## config.mk

```make
export PLATFORM = sky130hd
export DESIGN_NAME = v6_pulse_source
export DESIGN_NICKNAME = d
export VERILOG_FILES = /design/src/rtl/package_settings.sv /design/src/rtl/v6_source_params.sv /design/src/rtl/v6_pulse_sat_add.sv /design/src/rtl/v6_pulse_source.sv
export SDC_FILE = /design/constraint.sdc
export NUM_CORES = 1
export LEC_CHECK = 0
export CORE_ASPECT_RATIO = 1.5
export CORE_MARGIN = 2
export CORE_UTILIZATION = 55
export DETAILED_ROUTE_END_ITERATION = 12
export PLACE_DENSITY = 0.86
export SETUP_SLACK_MARGIN = 0.4
export SLEW_MARGIN = 20
export SYNTH_ARGS = -nofsm -noshare
export SYNTH_HDL_FRONTEND = slang
export SYNTH_SLANG_ARGS = --single-unit
export TNS_END_PERCENT = 10
```

## constraint.sdc

```tcl
create_clock -name clk -period 5.44 [get_ports clk]
set_clock_uncertainty 0.2 [all_clocks]
set_input_delay 0.816 -clock clk [delete_from_list [all_inputs] [get_ports clk]]
set_output_delay 0.816 -clock clk [all_outputs]
set_load 0.02 [all_outputs]
```

## src/rtl/package_settings.sv

```systemverilog
// Purpose: global data-path widths shared across the detector chain.
// Latency: n/a (constants only).
// Backpressure: n/a.
package package_settings;

  // ADC sample width used by the source, the shaping filter and their benches.
  localparam int SIZE_ADC_DATA = 12;

endpackage

```

## src/rtl/v6_source_params.sv

```systemverilog
// Purpose: FSM state type and default shaping constants of the v6 pulse source.
// Latency: n/a (types and constants only).
// Backpressure: n/a.
package v6_source_params;

  typedef enum logic [1:0] {
    IDLE,
    RISE,
    DECAY
  } state_t;

  // Default pulse shape; the v6 filter benches reuse these so both sides agree.
  localparam int DEF_RISE_SHIFT  = 3;    // rise lasts 2^3 = 8 cycles
  localparam int DEF_DECAY_SHIFT = 4;    // decay loses 1/16 of the pulse per cycle
  localparam int DEF_FRAC        = 8;    // fractional bits in the accumulator
  localparam int DEF_BASELINE    = 100;  // output pedestal in ADC LSB
  localparam int DEF_CNT_W       = 16;   // accepted-trigger counter width

endpackage

```

## src/rtl/v6_pulse_sat_add.sv

```systemverilog
// Purpose: combinational unsigned adder that clamps to the all-ones value of W_OUT bits.
// Latency: 0 cycles (pure combinational).
// Backpressure: none; output follows inputs.
//
// Ports:
//   i_a, i_b : W_IN-bit unsigned operands
//   o_y      : min(i_a + i_b, 2^W_OUT - 1)
//
// W_OUT == W_IN gives a plain saturating accumulator; W_OUT < W_IN narrows and
// clamps in one step (used to fold baseline + level into the ADC range).
module v6_pulse_sat_add #(
  parameter int W_IN  = 21,
  parameter int W_OUT = 21
) (
  input  logic [W_IN-1:0]  i_a,
  input  logic [W_IN-1:0]  i_b,
  output logic [W_OUT-1:0] o_y
);

  // One extra bit keeps the carry so overflow is never lost before the clamp.
  logic [W_IN:0] w_sum;
  logic          w_over;

  assign w_sum  = {1'b0, i_a} + {1'b0, i_b};
  // Any set bit at or above W_OUT means the result does not fit the output.
  assign w_over = |w_sum[W_IN:W_OUT];
  assign o_y    = w_over ? {W_OUT{1'b1}} : w_sum[W_OUT-1:0];

  generate
    if (W_OUT > W_IN || W_OUT < 1) begin : g_bad_width
      $error("v6_pulse_sat_add: W_OUT must be in 1..W_IN");
    end
  endgenerate

endmodule

```

## src/rtl/v6_pulse_source.sv

```systemverilog
// Purpose: synthetic ADC source emitting baseline + linear-rise / exponential-decay pulses.
// Latency: adc_data is registered, 1 cycle behind the internal pulse accumulator.
// Backpressure: none; free-running each cycle, triggers during RISE are dropped and flagged.
//
// Ports:
//   clk         : sample clock
//   reset       : asynchronous, active-high reset
//   trigger     : one-cycle start strobe, sampled every edge
//   amplitude   : pulse height in LSB, latched on an accepted trigger
//   adc_data    : registered synthesized sample, min(BASELINE + level, full scale)
//   busy        : high whenever the FSM is not IDLE
//   trig_lost   : one-cycle strobe, a trigger arrived during RISE and was ignored
//   pulse_count : number of accepted triggers, wraps modulo 2^CNT_W
module v6_pulse_source
  import package_settings::*;
  import v6_source_params::*;
#(
  parameter int RISE_SHIFT  = DEF_RISE_SHIFT,
  parameter int DECAY_SHIFT = DEF_DECAY_SHIFT,
  parameter int FRAC        = DEF_FRAC,
  parameter int BASELINE    = DEF_BASELINE,
  parameter int CNT_W       = DEF_CNT_W
) (
  input  logic                     clk,
  input  logic                     reset,
  input  logic                     trigger,
  input  logic [SIZE_ADC_DATA-1:0] amplitude,
  output logic [SIZE_ADC_DATA-1:0] adc_data,
  output logic                     busy,
  output logic                     trig_lost,
  output logic [CNT_W-1:0]         pulse_count
);

  // Accumulator carries one headroom bit above the ADC range so a pile-up can
  // exceed full scale before the output clamp.
  localparam int PW  = SIZE_ADC_DATA + FRAC + 1;
  localparam int LW  = PW - FRAC;
  // Keep the rise counter at least one bit wide even for a 1-cycle rise.
  localparam int RCW = (RISE_SHIFT > 0) ? RISE_SHIFT : 1;

  localparam logic [RCW-1:0] RISE_LAST = RCW'((1 << RISE_SHIFT) - 1);
  localparam logic [LW-1:0]  BASE_L    = LW'(BASELINE);

  generate
    if (FRAC < RISE_SHIFT) begin : g_bad_frac
      $error("v6_pulse_source: FRAC must be >= RISE_SHIFT so the rise step is exact");
    end
  endgenerate

  state_t                   r_state;
  logic [PW-1:0]            r_pulse;
  logic [PW-1:0]            r_step;
  logic [RCW-1:0]           r_rise_cnt;
  logic [SIZE_ADC_DATA-1:0] r_adc_data;
  logic                     r_trig_lost;
  logic [CNT_W-1:0]         r_pulse_count;

  logic [PW-1:0]            w_amp_ext;
  logic [PW-1:0]            w_step;
  logic [PW-1:0]            w_pulse_sum;
  logic [PW-1:0]            w_pulse_decay;
  logic [LW-1:0]            w_level;
  logic                     w_level_zero;
  logic [SIZE_ADC_DATA-1:0] w_adc_next;

  assign w_amp_ext     = PW'(amplitude);
  // amplitude * 2^FRAC / 2^RISE_SHIFT: with FRAC >= RISE_SHIFT no bits fall off,
  // so 2^RISE_SHIFT steps land exactly on the requested height.
  assign w_step        = (w_amp_ext << FRAC) >> RISE_SHIFT;
  assign w_level       = r_pulse[PW-1:FRAC];
  assign w_level_zero  = (w_level == '0);
  // Subtracting a right-shifted copy of itself can never underflow.
  assign w_pulse_decay = r_pulse - (r_pulse >> DECAY_SHIFT);

  v6_pulse_sat_add #(
    .W_IN  (PW),
    .W_OUT (PW)
  ) u_acc_add (
    .i_a (r_pulse),
    .i_b (r_step),
    .o_y (w_pulse_sum)
  );

  v6_pulse_sat_add #(
    .W_IN  (LW),
    .W_OUT (SIZE_ADC_DATA)
  ) u_out_add (
    .i_a (BASE_L),
    .i_b (w_level),
    .o_y (w_adc_next)
  );

  always_ff @(posedge clk or posedge reset) begin
    if (reset) begin
      r_state       <= IDLE;
      r_pulse       <= '0;
      r_step        <= '0;
      r_rise_cnt    <= '0;
      r_adc_data    <= SIZE_ADC_DATA'(BASELINE);
      r_trig_lost   <= 1'b0;
      r_pulse_count <= '0;
    end else begin
      r_trig_lost <= 1'b0;
      // Output tracks the accumulator value from before this edge.
      r_adc_data  <= w_adc_next;

      case (r_state)
        IDLE: begin
          r_pulse <= '0;
          if (trigger) begin
            // Accumulator stays at zero on the accepting edge; the first
            // increment happens on the next edge.
            r_step        <= w_step;
            r_rise_cnt    <= '0;
            r_pulse_count <= r_pulse_count + CNT_W'(1);
            r_state       <= RISE;
          end
        end

        RISE: begin
          r_pulse    <= w_pulse_sum;
          r_rise_cnt <= r_rise_cnt + RCW'(1);
          if (r_rise_cnt == RISE_LAST) begin
            r_state <= DECAY;
          end
          if (trigger) begin
            r_trig_lost <= 1'b1;
          end
        end

        DECAY: begin
          if (trigger) begin
            // Pile-up: hold the current level and start a fresh rise on top.
            // Checked first so it wins over the level-zero exit.
            r_step        <= w_step;
            r_rise_cnt    <= '0;
            r_pulse_count <= r_pulse_count + CNT_W'(1);
            r_state       <= RISE;
          end else if (w_level_zero) begin
            r_pulse <= '0;
            r_state <= IDLE;
          end else begin
            r_pulse <= w_pulse_decay;
          end
        end

        default: begin
          r_pulse <= '0;
          r_state <= IDLE;
        end
      endcase
    end
  end

  assign adc_data    = r_adc_data;
  assign busy        = (r_state != IDLE);
  assign trig_lost   = r_trig_lost;
  assign pulse_count = r_pulse_count;

endmodule

```

# Word level (Yosys, flattened, before mapping)
# Cells that the tools add are included.
# word_totals
output_inout_bits	30
wordCells	43
ff_bits	67
# classes
n_mux	14
eq_ne	8
add_sub_neg	5
n_reduce_logical	9
# ops
operator	n
2-to-1 mux 21 bit	3
one-hot mux 21 bit (2 select lines)	1
adder 21 x 17 -> 22 bit	1
subtractor 21 x 17 -> 21 bit	1
adder 16 x 1 -> 16 bit, second input constant	1
adder 7 x 13 -> 14 bit, first input constant	1
zero test 13 bit	1
2-to-1 mux 12 bit	1
2-to-1 mux 2 bit	4
inequality test 2 bit, second input constant	3
one-hot mux 2 bit (3 select lines)	1
one-hot mux 3 bit (2 select lines)	1
AND reduction 2 bit	2
nonzero test 2 bit	2
OR reduction 2 bit	2
adder 3 x 1 -> 3 bit, second input constant	1
equality test 3 bit, second input constant	1
2-to-1 mux 3 bit	1
inequality test 3 bit, second input constant	1
AND reduction 3 bit	1
equality test 2 x 1 -> 1 bit, second input constant	1
equality test 2 bit, second input constant	1
zero test 2 bit	1
2-to-1 mux 1 bit	2
inequality test 2 x 1 -> 1 bit, second input constant	1

# Depth between registers and ports, before layout
# depth
ltp_word	4
depth_mapped	11
depth_no_buf	11

# By module
# Synthesis repeated with hierarchy kept, for this count alone.
# unflattened
cells_unflattened	690
area_unflattened_um2	5819.3
# modules_own_cells
module	seq_area_each_um2	area_per_inst_um2	instances	cells_each
v6_pulse_source	1680.4	3876.2	1	421
v6_pulse_sat_add at u_acc_add	0.0	1232.4	1	174
v6_pulse_sat_add at u_out_add	0.0	710.7	1	95

# Worst setup path after synthesis
# Ideal clock, no wire load.
# synth_path
path_kind	reg2reg
from	reg r_pulse[5]
to	reg r_pulse[18]
t_required_ps	5117
arrival_time_ps	2539
n_path_buf	1
synth_period_minus_slack_ps	2862
path_slack_ps	2578
stages_incl_launch_ff	11
setup_ps	123
path_cell_list	dfrtp_1 -> ha_1 -> fa_1 -> a211oi_1 -> o21ai_1 -> a211oi_4 -> or2_1 -> buf_6 -> nand3_1 -> a221o_1 -> o221a_2
# synth_via
elab_chain_cells	4
word_cells_on_any_way	6
classes_between	add/sub: 2; mux: 4
# synth_rtl
item	line_no	rtl
from (decl)	v6_pulse_source.sv:51	logic [PW-1:0] r_pulse;
from (signal assigned)	v6_pulse_source.sv:121	r_pulse <= w_pulse_sum;
from (signal assigned)	v6_pulse_source.sv:143	r_pulse <= w_pulse_decay;
subtractor 21 x 17 -> 21 bit	v6_pulse_source.sv:73	assign w_pulse_decay = r_pulse - (r_pulse >> DECAY_SHIFT);
2-to-1 mux 21 bit	v6_pulse_source.sv:139	end else if (w_level_zero) begin
2-to-1 mux 21 bit	v6_pulse_source.sv:132	if (trigger) begin
one-hot mux 21 bit (2 select lines) (*)	v6_pulse_source.sv:107	case (r_state)
# Mark *: on every way between the ends. The rest lies on a longest branch, timed or not. The select of a mux whose other input is x is not followed.
# A chain may end at the register's enable or synchronous reset.

# Worst setup path after layout
# Ends and elaborated chain as after synthesis.

==> flow_summary.toml <==
[outcome]
outcome = "finished, final reports clean"

[yosys]
synthMuxAreaShare = 0.00479
synth_nets = 603
synth_top_flop_cell = "dfrtp_1"
synthAdderAreaFrac = 0.110
postSynthCellCount = 548
synth_xor_xnor_area_share = 0.0764
synth-compound-area-share = 0.219
synth-async-reset-ratio = 1.00
synth_area_um2 = 4700
synth_simple_gate_area_frac = 0.192
syn_area_per_cell_um2 = 8.58
postSynthRegisterBits = 67
synth-seq-area-share = 0.357
synth_cell_types = 64
ys_warn_count = 0
synth_top_family_by_area = "compound AO/OA/AOI/OAI gates"
synth-edff-count = 0

[setup_path]
setup.worst_path.end_class = "register"
crit_type = "register to register"
timing.critical_path.from_type = "register"
worstPathMaxFanout = 9
required_ns = 5.47
r2r_depth = 9
critPathArrivalTime_ns = 3.27

[layout]
antennaDiodeCount = 0
layout.area.seq_um2 = 1680
commonest_non_fill_non_tap_cell_in_the_layout = "nand2_1"
synthToLayoutAreaGrowth_pct = 18.0
finalCoreUtilization = 0.663
nFillCells = 653
multiInputGateArea_um2 = 2830
finalNetCount = 640
final_cell_mix = "nand2_1 (81), dfrtp_1 (64), clkdlybuf4s50_1 (44)"
drive_above_1_share = 0.0594

[pwr]
pwr-share-comb = 0.608
power_density_nw_per_um2 = 690
netSwitchingFraction = 0.464
total_switching_power_uw = 1780
power_leakage_uw = 0.00252
clock_power_share = 0.175
intPower_uw = 2050
power_frac_seq = 0.217
post-layout-total-power_uw = 3830
max-vdd-ir-drop_mv = 0.342

[grt]
antenna_found_initial = 0
globalRoute.totalOverflow = 0
grt_util_met2 = 0.497
grt_pass1_wl_um = 20500
gr-max-usage-layer = "met2"
number_of_global_route_vias_before_repair = 4319
grt.total_usage = 0.284
grt_start_max_net_pins = 36
globalRouteMet1Util = 0.313
grt_use_met3 = 0.0514

[floorplanning]
chipWidth_um = 79.5
design.core.area_um2 = 8360
floorplan.rows = 41
die_area_um2 = 9320
io_pins = 45
initial_core_util = 0.562
die_span_y_um = 117

[timing]
finalSetupViolations = 0
final_period_demand_of_the_worst_path_ns = 3.24
final_max_slew_viol_count = 0
fin_crit_sh = 0.596
max-slew-margin-rel = 0.348
hold_violations = 0
fmax_mhz = 309
setup_repair_after_global_routing_missed_its_margin = "false"
max_slew.worst_pin.slew_ns = 0.971
setup_tns_ns = 0

[clocking]
cts_max_path_bufs = 2
ctsRootBufferMaster = "clkbuf_16"
numClockSinks = 67
cts_repair_resize_count = 0
post_cts_buffers = 0
clock_tree_from_tritoncts = "done"
clk_pin_slew_worst_paths_ns = 0.06
h-tree-depth = 3
cts_hold_repair.buffers = 0
tritoncts.num_buffers = 9
clk-insertion-delay-late_ns = 0.34

[run]
maxCapViolCount = 0

[detailed_routing]
route.vias.total = 4411
ant_nets = 0
route.detailed.drc = 0
drt-vias-per-instance = 6.34
wl_per_cell_um = 18.3
route.final.wire_length_um = 12800
drt_iter0_drc = 449
drtPass1Iterations = 5

[placement]
buffer_ports.inserted = 44
routabilityCongestion = 0.969
dpl.hpwl_um = 9550

[min_path]
timing.hold.worst_path_depth = 2
worstHoldPathType = "register to register"
cells by family after synthesis:
group,Yosys count
flops,67
simple gates,194
mux,2
buf+inv,49
compound gates,155
fa+ha+maj,40
xor+xnor,41
area by class of cell:
class | instances | area share
Multi-Input combinational cell | 432 | 0.510
Tap cell | 107 | 0.0241
Timing Repair Buffer | 46 | 0.0821
Sequential cell | 67 | 0.303
Clock inverter | 6 | 0.0207
Inverter | 29 | 0.0196
Clock buffer | 9 | 0.0406
cell usage after synthesis, types with 6 or more instances:
cell,number,area share
nand4_1,8,0.011
inv_1,28,0.022
xnor2_1,30,0.056
nor2_1,42,0.034
a31oi_1,7,0.0093
o21ai_0,43,0.046
a21o_1,8,0.013
ha_1,38,0.10
xor2_1,11,0.020
a211oi_1,7,0.011
a221o_1,6,0.013
nor3_1,13,0.014
a21oi_1,35,0.037
nand2_1,81,0.065
clkbuf_1,19,0.015
nand3_1,18,0.019
dfrtp_1,64,0.34
path summary, 6_finish.rpt:
| check | startpoint | slack, ns | endpoint |
|---|---|---|---|
| max | r_pulse[5] | 2.20 | r_pulse[18] |
| min | r_step[5] | 0.28 | r_step[5] |
| max reg2reg | r_pulse[5] | 2.20 | r_pulse[18] |
| min reg2reg | r_step[5] | 0.28 | r_step[5] |
| max in group asynchronous | reset | 3.37 | adc_data[6] |
| min in group asynchronous | reset | 0.71 | pulse_count[14] |
stage by stage:
| stage | hold WS (ns) | instance area (um2) | std cells | setup WS, ns |
|---|---|---|---|---|
| 2_1_floorplan | 0.250 | 4700 | 548 | 2.58 |
| 3_3_place_gp | 0.264 | 5210 | 681 | 2.24 |
| 3_5_place_dp | 0.270 | 5210 | 681 | 2.11 |
| 4_1_cts | 0.282 | 5550 | 696 | 2.26 |
| 5_1_grt | 0.310 | 5550 | 696 | 2.10 |
| 6_report | 0.283 | 5550 | 696 | 2.20 |
worst max-delay path, cell delays in order, from the launching register on:
cell,delay [ns]
dfrtp_1,0.42
ha_1,0.24
fa_1,0.42
a211oi_1,0.32
o21ai_1,0.22
a211oi_4,0.34
or2_1,0.35
nand3_1,0.13
a221o_1,0.36
o221a_2,0.12
per-layer routing:
metal | share of wire | wire [um] | up-vias
li1 | - | - | 2034
met1 | 0.38 | 4800 | 2110
met2 | 0.52 | 6610 | 209
met3 | 0.052 | 659 | 58
met4 | 0.055 | 700 | 0
met5 | 0 | 0 | -
registers in the layout, indices dropped and copies added (netlist names):
| signal | flops |
|---|---|
| r_state | 2 |
| r_rise_cnt | 3 |
| pulse_count | 16 |
| r_step | 12 |
| trig_lost | 1 |
| adc_data | 12 |
| r_pulse | 21 |
power by group through the flow:
stage	Clock (uW)	Sequential [uW]	Combinational, uW
floorplan	0	848	1600
finish	670	831	2330
CTS	673	826	2280
global route	692	845	2530
global placement	0	826	2180
detailed placement	0	832	2260
No activity file was read; power rests on OpenSTA's default activity.
